## src/rtl/time_disp_pkg.sv

```systemverilog
// Shared constants, FSM state type and segment decode for the time display scanner.
package time_disp_pkg;

  localparam int NUM_DIGITS = 6;
  localparam int NUM_FIELDS = 3;
  localparam int BIN_W      = 6;
  localparam int CONV_STEPS = 6;

  // Digit positions on the display, right to left.
  localparam logic [2:0] IDX_SECS_ONES  = 3'd0;
  localparam logic [2:0] IDX_SECS_TENS  = 3'd1;
  localparam logic [2:0] IDX_MINS_ONES  = 3'd2;
  localparam logic [2:0] IDX_MINS_TENS  = 3'd3;
  localparam logic [2:0] IDX_HOURS_ONES = 3'd4;
  localparam logic [2:0] IDX_HOURS_TENS = 3'd5;

  localparam int FIELD_SECS  = 0;
  localparam int FIELD_MINS  = 1;
  localparam int FIELD_HOURS = 2;

  localparam logic [5:0] HOURS_MAX = 6'd23;
  localparam logic [5:0] MINS_MAX  = 6'd59;
  localparam logic [5:0] SECS_MAX  = 6'd59;

  // Active-low {g,f,e,d,c,b,a}.
  localparam logic [6:0] SEG_0     = 7'b1000000;
  localparam logic [6:0] SEG_1     = 7'b1111001;
  localparam logic [6:0] SEG_2     = 7'b0100100;
  localparam logic [6:0] SEG_3     = 7'b0110000;
  localparam logic [6:0] SEG_4     = 7'b0011001;
  localparam logic [6:0] SEG_5     = 7'b0010010;
  localparam logic [6:0] SEG_6     = 7'b0000010;
  localparam logic [6:0] SEG_7     = 7'b1111000;
  localparam logic [6:0] SEG_8     = 7'b0000000;
  localparam logic [6:0] SEG_9     = 7'b0010000;
  localparam logic [6:0] SEG_DASH  = 7'b0111111;
  localparam logic [6:0] SEG_BLANK = 7'b1111111;

  typedef enum logic [1:0] {IDLE, CONV, COMMIT} state_t;

  function automatic logic [5:0] field_max(input int field);
    case (field)
      FIELD_HOURS: field_max = HOURS_MAX;
      FIELD_MINS:  field_max = MINS_MAX;
      default:     field_max = SECS_MAX;
    endcase
  endfunction

  // Nibble F marks an out-of-range field and shows as a dash.
  function automatic logic [6:0] seg_decode(input logic [3:0] nibble);
    case (nibble)
      4'd0:    seg_decode = SEG_0;
      4'd1:    seg_decode = SEG_1;
      4'd2:    seg_decode = SEG_2;
      4'd3:    seg_decode = SEG_3;
      4'd4:    seg_decode = SEG_4;
      4'd5:    seg_decode = SEG_5;
      4'd6:    seg_decode = SEG_6;
      4'd7:    seg_decode = SEG_7;
      4'd8:    seg_decode = SEG_8;
      4'd9:    seg_decode = SEG_9;
      4'hF:    seg_decode = SEG_DASH;
      default: seg_decode = SEG_BLANK;
    endcase
  endfunction

endpackage

```

## src/rtl/time_display_scan_bin2bcd_seq.sv

```systemverilog
// Serial double-dabble: load on start, one add-3/shift per step, done the cycle after the last step.
module bin2bcd_seq
  import time_disp_pkg::*;
(
  input  logic             clk,
  input  logic             reset,
  input  logic             start,
  input  logic             step,
  input  logic             last,
  input  logic [BIN_W-1:0] value,
  output logic [7:0]       bcd,
  output logic             done
);

  logic [BIN_W-1:0] shift_reg;
  logic [7:0]       adj;

  always_comb begin
    adj = bcd;
    if (bcd[3:0] >= 4'd5) adj[3:0] = bcd[3:0] + 4'd3;
    if (bcd[7:4] >= 4'd5) adj[7:4] = bcd[7:4] + 4'd3;
  end

  always_ff @(posedge clk or posedge reset) begin
    if (reset) begin
      shift_reg <= '0;
      bcd       <= '0;
      done      <= 1'b0;
    end else begin
      done <= step & last;
      if (start) begin
        shift_reg <= value;
        bcd       <= '0;
      end else if (step) begin
        bcd       <= {adj[6:0], shift_reg[BIN_W-1]};
        shift_reg <= {shift_reg[BIN_W-2:0], 1'b0};
      end
    end
  end

endmodule

```

## src/rtl/time_display_scan.sv

```systemverilog
// Multiplexed 6-digit 7-segment driver: per-frame time snapshot, serial BCD conversion, alarm blink.
module time_display_scan
  import time_disp_pkg::*;
#(
  parameter int DIGIT_DWELL = 125000,
  parameter int BLINK_HALF  = 62500000
) (
  input  logic        clk,
  input  logic        reset,
  input  logic [4:0]  hours,
  input  logic [5:0]  mins,
  input  logic [5:0]  secs,
  input  logic        alarm,
  output logic [5:0]  an,
  output logic [6:0]  seg,
  output logic        dp,
  output logic [23:0] bcd_time,
  output logic        frame_upd
);

  localparam int DW = $clog2(DIGIT_DWELL);
  localparam int BW = $clog2(BLINK_HALF + 1);
  localparam logic [DW-1:0] DWELL_LAST = DW'(DIGIT_DWELL - 1);
  localparam logic [BW-1:0] BLINK_LAST = BW'(BLINK_HALF - 1);
  localparam logic [2:0]    STEP_LAST  = 3'(CONV_STEPS - 1);

  logic [DW-1:0] dwell_reg;
  logic [2:0]    index_reg;
  logic          first_reg;
  logic [BW-1:0] blink_cnt_reg;
  logic          blink_reg;
  state_t        state_reg, state_next;
  logic [2:0]    step_reg, step_next;
  logic          load, step_en, commit;

  logic             dwell_term, frame_start;
  logic [BIN_W-1:0] field_bin  [NUM_FIELDS];
  logic [BIN_W-1:0] field_snap_reg [NUM_FIELDS];
  logic [7:0]       field_bcd  [NUM_FIELDS];
  logic [NUM_FIELDS-1:0] field_done;
  logic [23:0]      commit_val;
  logic [3:0]       digit [NUM_DIGITS];
  logic [3:0]       cur_digit;

  assign dwell_term  = (dwell_reg == DWELL_LAST);
  // first_reg stays set until the first edge after reset, which starts the first frame.
  assign frame_start = first_reg | (dwell_term & (index_reg == IDX_HOURS_TENS));

  assign field_bin[FIELD_SECS]  = secs;
  assign field_bin[FIELD_MINS]  = mins;
  assign field_bin[FIELD_HOURS] = {1'b0, hours};

  always_ff @(posedge clk or posedge reset) begin
    if (reset) begin
      dwell_reg     <= '0;
      index_reg     <= '0;
      first_reg     <= 1'b1;
      blink_cnt_reg <= '0;
      blink_reg     <= 1'b0;
    end else begin
      first_reg <= 1'b0;
      dwell_reg <= dwell_term ? '0 : dwell_reg + 1'b1;
      if (dwell_term)
        index_reg <= (index_reg == IDX_HOURS_TENS) ? IDX_SECS_ONES : index_reg + 3'd1;
      if (!alarm) begin
        blink_cnt_reg <= '0;
        blink_reg     <= 1'b0;
      end else if (blink_cnt_reg == BLINK_LAST) begin
        blink_cnt_reg <= '0;
        blink_reg     <= ~blink_reg;
      end else begin
        blink_cnt_reg <= blink_cnt_reg + 1'b1;
      end
    end
  end

  always_ff @(posedge clk or posedge reset) begin
    if (reset) begin
      state_reg <= IDLE;
      step_reg  <= '0;
    end else begin
      state_reg <= state_next;
      step_reg  <= step_next;
    end
  end

  always_comb begin
    state_next = state_reg;
    step_next  = step_reg;
    load       = 1'b0;
    step_en    = 1'b0;
    commit     = 1'b0;
    case (state_reg)
      IDLE: if (frame_start) begin
        load       = 1'b1;
        step_next  = '0;
        state_next = CONV;
      end
      CONV: begin
        step_en   = 1'b1;
        step_next = step_reg + 3'd1;
        if (step_reg == STEP_LAST) state_next = COMMIT;
      end
      COMMIT: begin
        commit     = &field_done;
        state_next = IDLE;
      end
      default: state_next = IDLE;
    endcase
  end

  generate
    for (genvar gi = 0; gi < NUM_FIELDS; gi++) begin : g_field
      bin2bcd_seq u_conv (
        .clk   (clk),
        .reset (reset),
        .start (load),
        .step  (step_en),
        .last  (step_reg == STEP_LAST),
        .value (field_bin[gi]),
        .bcd   (field_bcd[gi]),
        .done  (field_done[gi])
      );

      always_ff @(posedge clk or posedge reset) begin
        if (reset)     field_snap_reg[gi] <= '0;
        else if (load) field_snap_reg[gi] <= field_bin[gi];
      end

      assign commit_val[gi*8 +: 8] =
        (field_snap_reg[gi] > field_max(gi)) ? 8'hFF : field_bcd[gi];
    end

    for (genvar gi = 0; gi < NUM_DIGITS; gi++) begin : g_digit
      assign digit[gi] = bcd_time[gi*4 +: 4];
    end
  endgenerate

  always_ff @(posedge clk or posedge reset) begin
    if (reset) begin
      bcd_time  <= '0;
      frame_upd <= 1'b0;
    end else begin
      frame_upd <= commit;
      if (commit) bcd_time <= commit_val;
    end
  end

  assign cur_digit = digit[index_reg];

  always_comb begin
    an  = '1;
    seg = SEG_BLANK;
    dp  = 1'b1;
    if (!first_reg) begin
      seg = seg_decode(cur_digit);
      if (!blink_reg) an = ~(6'd1 << index_reg);
      if ((index_reg == IDX_MINS_ONES || index_reg == IDX_HOURS_ONES) &&
          !field_snap_reg[FIELD_SECS][0])
        dp = 1'b0;
    end
  end

endmodule

```

## config.mk

```make
export PLATFORM = sky130hd
export DESIGN_NAME = time_display_scan
export DESIGN_NICKNAME = d
export VERILOG_FILES = /design/src/rtl/time_disp_pkg.sv /design/src/rtl/time_display_scan_bin2bcd_seq.sv /design/src/rtl/time_display_scan.sv
export SDC_FILE = /design/constraint.sdc
export NUM_CORES = 1
export LEC_CHECK = 0
export CORE_MARGIN = 5
export CORE_UTILIZATION = 50
export CTS_BUF_LIST = sky130_fd_sc_hd__clkbuf_4 sky130_fd_sc_hd__clkbuf_8
export DETAILED_ROUTE_END_ITERATION = 7
export PLACE_DENSITY_LB_ADDON = 0.2
export SYNTH_ARGS = -nofsm -noshare
export SYNTH_HDL_FRONTEND = slang
export SYNTH_SLANG_ARGS = --single-unit
```

## constraint.sdc

```tcl
create_clock -name clk -period 4.8 [get_ports clk]
set_input_delay 0.96 -clock clk [delete_from_list [all_inputs] [get_ports clk]]
set_output_delay 0.96 -clock clk [all_outputs]
set_load 0.03 [all_outputs]
```

==> impl_results.md <==
* Status: finished, final reports clean
* Initial antenna violation count at 0
* CP Data Required Time at 3840 ps
* DR WL met3 at 615 um
* CP Cell Sequence: mux2i_1, nor3_1, nor2_1, inv_1, ha_1, or3_1, a211oi_1, a21oi_1, clkdlybuf4s50_1
* Multiplexer area fraction after synthesis at 4.65%
* Post-Synth Simple-Gate Area at 18.8%
* FMAX at 218 MHz
* # nets final at 754
* Antenna cells at 0
* Clk sinks at 132
* Postcts setup bufs at 0
* Pleak at 3.42 nW
* RR Startpoint: dwell_reg[0]$_DFF_PP0_
* Synth Instances at 662
* Final ANT Viol Nets at 0
* Setup TNS at 0 ps
* Worst vdd ir at 0.000328 V
* Final hold violation count at 0
* Combinational Power Share at 38.8%
* 1st-iter DRT viols at 365
* Warnings from Yosys at 0
* Post-synthesis cell area at 6680 sq um
* Largest net degree at the start of global routing at 72
* Overflow after GRT at 0
* Max transition margin at 28.8%
* Top cell type's share of synthesized area at 49.1%
* Met2 wire len at 7.27 mm
* #FFs+latches synth at 132
* Clock Path Buffers at 2
* Minimum clock period at 4590 ps
* CP max-delay cell: dfrtp_1
* Max reg flops at 26
* WL met1 at 6.56 mm
* Post-synthesis cell type count at 54
* Synth Flop Type: dfrtp_1
* Worst reg2reg setup slack at 1990 ps
* Top layer reached by signal wires: met4
* XOR/XNOR Fraction of Synth Area at 6.16%
* Die Footprint at 15800 sq um
* Root Buffer: clkbuf_8
* Critical Path AT at 3630 ps
* RSZ-0062 raised after global routing: no
* Crit start category: flop
* Top cells by area, synth: dfrtp_1 49%, ha_1 4.3%, xor2_1 4.1%
* Site Rows at 42
* Clock Skews at 9.58 ps
* CP delay by family, top: simple AND/OR/NAND/NOR gates
* Maxcap violations at 0
* Worst-path maximum fanout at 14
* Vias in the first global route at 5110
* Pins Over Slew Limit at 0
* Gpl congestion at 0.908
* Tcrit/Tclk final at 95.7%
* Final Util at 58.9%
* Worst skew pair latency at 430 ps
* Layout cells sized above 1 at 8.74%
* Sequential Power Share at 40.5%
* Crit Path Class: reg -> out
* Core area at 13200 sq um
* Drt drc at 0
* Switching share of power at 37.5%
* Adder and majority gate portion of the synthesized area at 4.31%
* Clk pin slew, worst setup/hold paths at 70 ps
* Post-CTS sizing at 0
* Worst setup EP type: output pin
* Share of synthesized registers carrying an async set or reset at 100%
* Starting Density at 50.6%
* PortBufs at 58
* Min-Delay Path Class: reg -> reg
* Switch Pwr at 1.62 mW
* GRT Total Usage at 19.4%
* Vias per cell at 5.65
* Slew at the pin closest to its max-slew limit at 1060 ps
* First-pass DRT Iterations at 7
* Mapped Nets at 705
* Post-DR wirelength/cell at 16.3 um
* Worst Hold End: g_field[2].u_conv.shift_reg[0]$_DFFE_PP0P_
* Pint at 2.70 mW
* Critical path's largest stage delay at 700 ps
* CTS tree: done
* Die width at 126 um
* Syn avg cell area at 10.1 sq um
* Clock network power share at 20.7%
* Compound-Gate Fraction of Synth Area at 12.9%
* Design area at 7760 sq um
* Clock H-tree levels at 4
* Reg2reg end: step_reg[0]$_DFFE_PP0P_
* Placed standard-cell area at 7390 sq um
* # setup viols final at 0
* Cts hold-fix bufs at 0
* Pwr per Cell Area at 557 nW/um^2
* Detailed Route WL at 14.6 mm
* Hpwl dp at 10.3 mm
* Hold wc startpoint: g_field[2].u_conv.shift_reg[0]$_DFFE_PP0P_
* Hold slack at 479 ps
* Vias at 5069
* Reg2reg path depth at 7
* Leading area contributor after synthesis: dfrtp_1
* Seq/Total Area, Yosys at 49.5%
* Hold path depth at 1
* DIE HEIGHT at 126 um
* Critical path buffers and inverters at 2
* First-pass GRT wire length at 24.9 mm
* Cts bufs inserted at 17
* Ports at 59
* Number of synthesized flops with an enable pin at 0
* Synthesis-to-finish area growth at 16.2%
* Largest family of logic cells by synthesized area: simple AND/OR/NAND/NOR gates
-- how the worst max path moves through the flow --
stage / slack [ps] / start / cells past startpoint / end
finish: 210 / index_reg[1]$_DFFE_PP0N_ / 9 / seg[6]
global route: 30 / index_reg[1]$_DFFE_PP0N_ / 9 / seg[5]
CTS: 240 / index_reg[1]$_DFFE_PP0N_ / 9 / seg[6]
detailed placement: 710 / index_reg[1]$_DFFE_PP0N_ / 9 / seg[6]
global placement: 870 / index_reg[0]$_DFFE_PP0N_ / 9 / seg[6]
floorplan: 320 / reset / 1 / bcd_time[0]$_DFFE_PP0P_
-- stage by stage --
| step | std cells | setup slack, ps | power (mW) |
|---|---|---|---|
| after detailed placement | 868 | 708 | 3.45 |
| after global routing | 897 | 26.6 | 4.60 |
| after CTS | 897 | 239 | 4.35 |
| final | 897 | 208 | 4.32 |
| after global placement | 868 | 870 | 3.38 |
| after floorplan | 662 | 316 | 2.91 |
-- power groups by stage --
stage / sequential, mW / combinational [mW] / clock (mW)
after floorplan: 1.79 / 1.12 / 0
after global placement: 1.76 / 1.62 / 0
after detailed placement: 1.77 / 1.68 / 0
after CTS: 1.75 / 1.69 / 0.910
after global routing: 1.79 / 1.85 / 0.963
final: 1.75 / 1.68 / 0.893
-- worst register-to-register path, cell delays in order (launching register included) --
cell	delay [ps]
dfrtp_1	410
ha_1	290
nand4b_1	120
nor3b_1	480
a41o_1	740
o21ai_2	80
buf_4	260
mux2_2	300
-- Yosys cell counts (all sizes together) (2+ instances only) --
cell type / number
a211oi: 4
a21o: 8
a21oi: 11
a221o: 2
a22o: 20
a22oi: 4
and2: 4
and3: 10
buf: 12
clkbuf: 22
dfrtp: 131
ha: 23
inv: 25
mux2: 16
mux2i: 13
nand2: 62
nand2b: 8
nand3: 24
nand3b: 3
nand4: 13
nand4b: 2
nor2: 60
nor2b: 4
nor3: 29
nor3b: 5
nor4: 16
nor4b: 3
o21ai: 30
o22a: 16
o22ai: 12
o2bb2ai: 3
o31ai: 2
o32ai: 2
or2: 4
or4: 2
xnor2: 16
xor2: 31
-- area by class of cell --
cell class	instances	area (sq um)
fillers	1127	5430
flip-flops and latches	132	3300
multi-input cells	470	3130
repair buffers	64	638
clock buffers	23	292
well taps	176	220
inverters	26	100
clock inverters	6	80.1
-- cells by family (layout without fill, tap and decap cells) --
family / after synthesis / in the layout
xor+xnor: 47 / 47
flops: 132 / 132
simple gates: 251 / 251
mux: 29 / 29
other cells: 1 / 1
compound gates: 119 / 119
buf+inv: 60 / 119
fa+ha+maj: 23 / 23
-- routing by layer --
metal	GRT usage (%)	vias up
li1	-	2443
met4	5.55	0
met2	32.3	116
met5	0	-
met3	5.12	16
met1	25.1	2494
-- cells in the final DEF, fill, tap and decap left out, types with 16 or more instances in the layout --
cell and instances:
nand2_1 62, o22a_1 16, nor4_1 16, o21ai_0 29
mux2_2 16, xor2_1 31, nor2_1 60, dfrtp_1 131
ha_1 23, nor3_1 28, a22o_1 20, xnor2_1 16
clkbuf_8 19, clkdlybuf4s50_1 58, inv_1 24, nand3_1 24
Note: power is estimated with default switching activity, not from simulation.
